--- config.mk ---
export PLATFORM = sky130hd
export DESIGN_NAME = bram_uart_dumper
export DESIGN_NICKNAME = d
export VERILOG_FILES = /design/src/rtl/bram_uart_dumper.sv
export SDC_FILE = /design/constraint.sdc
export NUM_CORES = 1
export LEC_CHECK = 0
export BUFFER_PORTS_ARGS = -buffer_cell sky130_fd_sc_hd__buf_2
export CORE_ASPECT_RATIO = 1.4
export CORE_MARGIN = 2
export CORE_UTILIZATION = 40
export CTS_CLUSTER_DIAMETER = 80
export DETAILED_ROUTE_END_ITERATION = 8
export SYNTH_ARGS = -nofsm -noshare
export SYNTH_HDL_FRONTEND = slang
export SYNTH_SLANG_ARGS = --single-unit
--- constraint.sdc ---
create_clock -name clk_in -period 2.1 [get_ports clk_in]
set_input_delay 0.21 -clock clk_in [delete_from_list [all_inputs] [get_ports clk_in]]
set_output_delay 0.21 -clock clk_in [all_outputs]
set_load 0.05 [all_outputs]
--- src/rtl/bram_uart_dumper.sv ---
// Streams a range of 32-bit BRAM words out to a byte-wide UART transmitter, MSB first.
// Handshake per byte: trigger, wait for busy to rise, wait for busy to fall.
module bram_uart_dumper #(
   parameter int ADDR_WIDTH   = 15,
   parameter int READ_LATENCY = 2
) (
   input  logic                  clk_in,
   input  logic                  rst_in,
   input  logic                  start_in,
   input  logic                  abort_in,
   input  logic [ADDR_WIDTH-1:0] base_addr_in,
   input  logic [ADDR_WIDTH:0]   word_count_in,
   output logic [ADDR_WIDTH-1:0] addr_out,
   input  logic [31:0]           data_in,
   output logic [7:0]            byte_out,
   output logic                  trigger_out,
   input  logic                  tx_busy_in,
   output logic                  busy_out,
   output logic                  done_out
);
   localparam int LAT_W = (READ_LATENCY > 1) ? $clog2(READ_LATENCY) : 1;
   localparam logic [LAT_W-1:0] LAT_LAST = LAT_W'(READ_LATENCY - 1);
   localparam logic [ADDR_WIDTH:0] LAST_WORD = (ADDR_WIDTH+1)'(1);

   typedef enum logic [2:0] {IDLE, FETCH, LATCH, SEND, ACK, DRAIN, FINISH} state_t;

   state_t            state;
   logic [31:0]       word;
   logic [1:0]        idx;
   logic [ADDR_WIDTH:0] count;
   logic [LAT_W-1:0]  lat;
   logic [7:0]        sel;

   always_comb begin
      sel = word[31:24];
      case (idx)
         2'd0: sel = word[31:24];
         2'd1: sel = word[23:16];
         2'd2: sel = word[15:8];
         2'd3: sel = word[7:0];
         default: sel = word[31:24];
      endcase
   end

   // State is a register, so busy_out is glitch-free without its own flop.
   assign busy_out = (state != IDLE);

   always_ff @(posedge clk_in) begin
      if (rst_in) begin
         state       <= IDLE;
         addr_out    <= '0;
         byte_out    <= '0;
         trigger_out <= 1'b0;
         done_out    <= 1'b0;
         word        <= '0;
         idx         <= '0;
         count       <= '0;
         lat         <= '0;
      end else begin
         trigger_out <= 1'b0;
         done_out    <= 1'b0;
         if (abort_in && state != IDLE) begin
            state <= IDLE;
         end else begin
            case (state)
               IDLE: if (start_in) begin
                  addr_out <= base_addr_in;
                  count    <= word_count_in;
                  lat      <= '0;
                  state    <= (word_count_in == '0) ? FINISH : FETCH;
               end
               FETCH: begin
                  if (lat == LAT_LAST) state <= LATCH;
                  else lat <= lat + 1'b1;
               end
               LATCH: begin
                  word  <= data_in;
                  idx   <= '0;
                  state <= SEND;
               end
               SEND: if (!tx_busy_in) begin
                  byte_out    <= sel;
                  trigger_out <= 1'b1;
                  state       <= ACK;
               end
               // Wait for the transmitter to acknowledge before looking for idle again.
               ACK: if (tx_busy_in) state <= DRAIN;
               DRAIN: if (!tx_busy_in) begin
                  if (idx != 2'd3) begin
                     idx   <= idx + 1'b1;
                     state <= SEND;
                  end else begin
                     count <= count - 1'b1;
                     if (count == LAST_WORD) begin
                        state <= FINISH;
                     end else begin
                        addr_out <= addr_out + 1'b1;
                        lat      <= '0;
                        state    <= FETCH;
                     end
                  end
               end
               FINISH: begin
                  done_out <= 1'b1;
                  state    <= IDLE;
               end
               default: state <= IDLE;
            endcase
         end
      end
   end
endmodule

==> impl_metrics.toml <==
[die]
io_pins = 94
die_x_um = 90.97
fp.coreArea_um2 = 10350
start_util = 0.4092
die_area_um2 = 11440
fp.dieH_um = 125.8
num_rows = 44

[timing]
slew_viol_final = 0
rsz0062_at_grt = "yes"
timing.fmax_mhz = 492.9
relSlewSlack = 0.6178
holdWs_ns = 0.1126
fin_setup_tns_ns = 0
setup_viol = 0
finalCriticalPeriod_ns = 2.029
hold_viol = 0
finalCritPeriodShare = 0.9661
tightest_slew_ns = 0.5689
skew_ns = 0.006220

[final_layout]
fin_nets = 744
multi_input_area_um2 = 2520
n_antenna_cell = 0
area_growth_pct = 28.80
stdcell_area_um2 = 5455
final_layout_size_suffix_gt1_frac = 0.2645
regArea_um2 = 1585
fin_util = 0.5271
stdcell_count = 811
fillers = 1088

[clocking]
cts_buffers = 9
cts_tree = "done"
clkTransAtPathRegs_ns = 0.06
cts-htree-levels = 3
cts_buffer_depth = 2
cts-root-buf = "clkbuf_16"
clk_latency_ns = 0.33
cts_hold_buffers = 0
cts.sinks = 79

[placement]
post_dp_cell_area_um2 = 5036
port_buffers = 93
dp_hpwl_um = 9468
gp_congestion = 0.8894
place_inst = 793

[yosys]
syn_inst = 567
synth.most_common_cell = "nand2_1"
synthTopCellsByArea = "dfxtp_1, nand2_1, a21oi_1"
synthTopCellsByCount = "nand2_1, dfxtp_1, a21oi_1"
yosys_warnings = 0
syn_nets = 642
synth-seq-cells = 79
avgSynthCellArea_um2 = 7.470
ys_types = 56
yosysTopAreaCell = "dfxtp_1"
synth_ff_type = "dfxtp_1"
seq_area_frac_synth = 0.3734
synth-async-reset-ratio = 0
synth_edf_count = 0
yosysTopAreaCellShare = 0.3734
synth_area_um2 = 4235

[worst_setup_path]
crit_fanout = 5
setup.worst_path.end_class = "flip-flop"
crit_top_cell = "or4_4"
worst-path-stages = 5
crit_required_ns = 2.30
reg2reg_slack_ns = 0.07
cp-start-kind = "flip-flop"
crit_arrival_ns = 2.23
crit_slowest_cell = "or4_4"
crit_buf_inv = 0
r2r-start = "count[5]"
critPathMaxStageDelay_ns = 0.53
crit_type = "reg2reg"
r2r-end = "count[15]"
startpoint = "count[5]"
crit_path_cell_trace = "or4_4 > or4_4 > o31a_1 > a32oi_1 > a21oi_1"
crit_family = "simple AND/OR/NAND/NOR gates"
r2r_cells = 5

[grt]
first_global_vias = 4487
grt_antenna_before_repair = 1
grt_pass1_wl_um = 21380
grt-ovfl-total = 0
grt_max_degree = 78
gr-usage-all-layers = 0.2277

[min_path]
whs_path_depth = 3
worstHoldStart = "data_in[21]"
hold_end = "word[21]"
hold_class = "in2reg"

[flow_run]
max-cap-violations = 0

[route]
antenna_left = 0
num_vias = 4610
drc = 0
wl_um = 13230
via_per_inst = 5.684
routedWlPerCell_um = 16.31
drt_iter0_markers = 347
drt-pass1-iter-count = 5

[power]
ir_drop_mv = 0.4817
p_leak_nw = 2.128
cellPowerDensity_nw_per_um2 = 1023

[status]
status = "complete, no violations"
## sequential cells by signal, summed over array words and instances, names as in the netlist
signal	cells
addr_out	15
idx	2
byte_out	8
word	32
done_out	1
lat	1
trigger_out	1
count	16
state	3
## layout by cell type (no fill, tap or decap), types with 11 or more instances in the layout
cell / n
dfxtp_1: 76
o21ai_0: 33
a21oi_1: 72
buf_2: 93
nor4_1: 11
nand3_1: 20
nor2_1: 40
inv_1: 12
nand2_1: 105
buf_4: 37
nor3_1: 12
## metrics by stage
step	worst slack, ns	power [mW]
6_report	0.07129	5.579
5_1_grt	-0.03304	5.893
4_1_cts	0.03351	5.494
3_5_place_dp	-0.05514	3.945
3_3_place_gp	-0.01884	3.906
2_1_floorplan	0.01792	3.214
## logic make-up after synthesis
kind of cell | count (synthesis) | share of synthesized area
mux | 9 | 0.02127
flops | 79 | 0.3734
buf+inv | 57 | 0.05111
simple gates | 229 | 0.2526
xor+xnor | 1 | 0.002068
compound gates | 185 | 0.2789
fa+ha+maj | 7 | 0.02068
## worst max path at each step
stage                   end  slack (ns)
2_1_floorplan     count[15]        0.02
3_3_place_gp   addr_out[13]       -0.02
3_5_place_dp   addr_out[13]       -0.06
4_1_cts        addr_out[13]        0.03
5_1_grt         addr_out[7]       -0.03
6_report          count[15]        0.07
## layer usage
metal	routed length [µm]	GRT usage	vias to the layer above
met3	752	0.04127	27
met5	0	0	-
li1	-	-	2276
met1	5133	0.2619	2142
met4	417	0.09715	0
met2	6926	0.4100	165
## repair_timing
| action | CTS | global route |
|---|---|---|
| endpoints found under the setup margin | 10 | 21 |
| gates cloned | 0 | 1 |
| endpoints found under the hold margin | 0 | 0 |
| resized for setup | 1 | 22 |
| pin swaps | 0 | 12 |
| setup buffers | 0 | 2 |
## final cells by class
class	instances	area share
Tap cell	138	0.03165
Clock inverter	6	0.01124
Multi-Input combinational cell	431	0.4619
Timing Repair Buffer	136	0.1550
Sequential cell	79	0.2906
Inverter	12	0.008257
Clock buffer	9	0.04128
## where the power goes
group	internal (mW)	total [mW]	switching (mW)
sequential	1.71	1.92	0.210
combinational	0.841	2.14	1.29
clock	0.911	1.53	0.617
## worst register-to-register path, cell delays in order (launching register included)
cell and delay, ns:
dfxtp_2 0.32, or4_4 0.53, or4_4 0.46, o31a_1 0.31
a32oi_1 0.19, a21oi_1 0.08
Note: power is estimated with default switching activity, not from simulation.
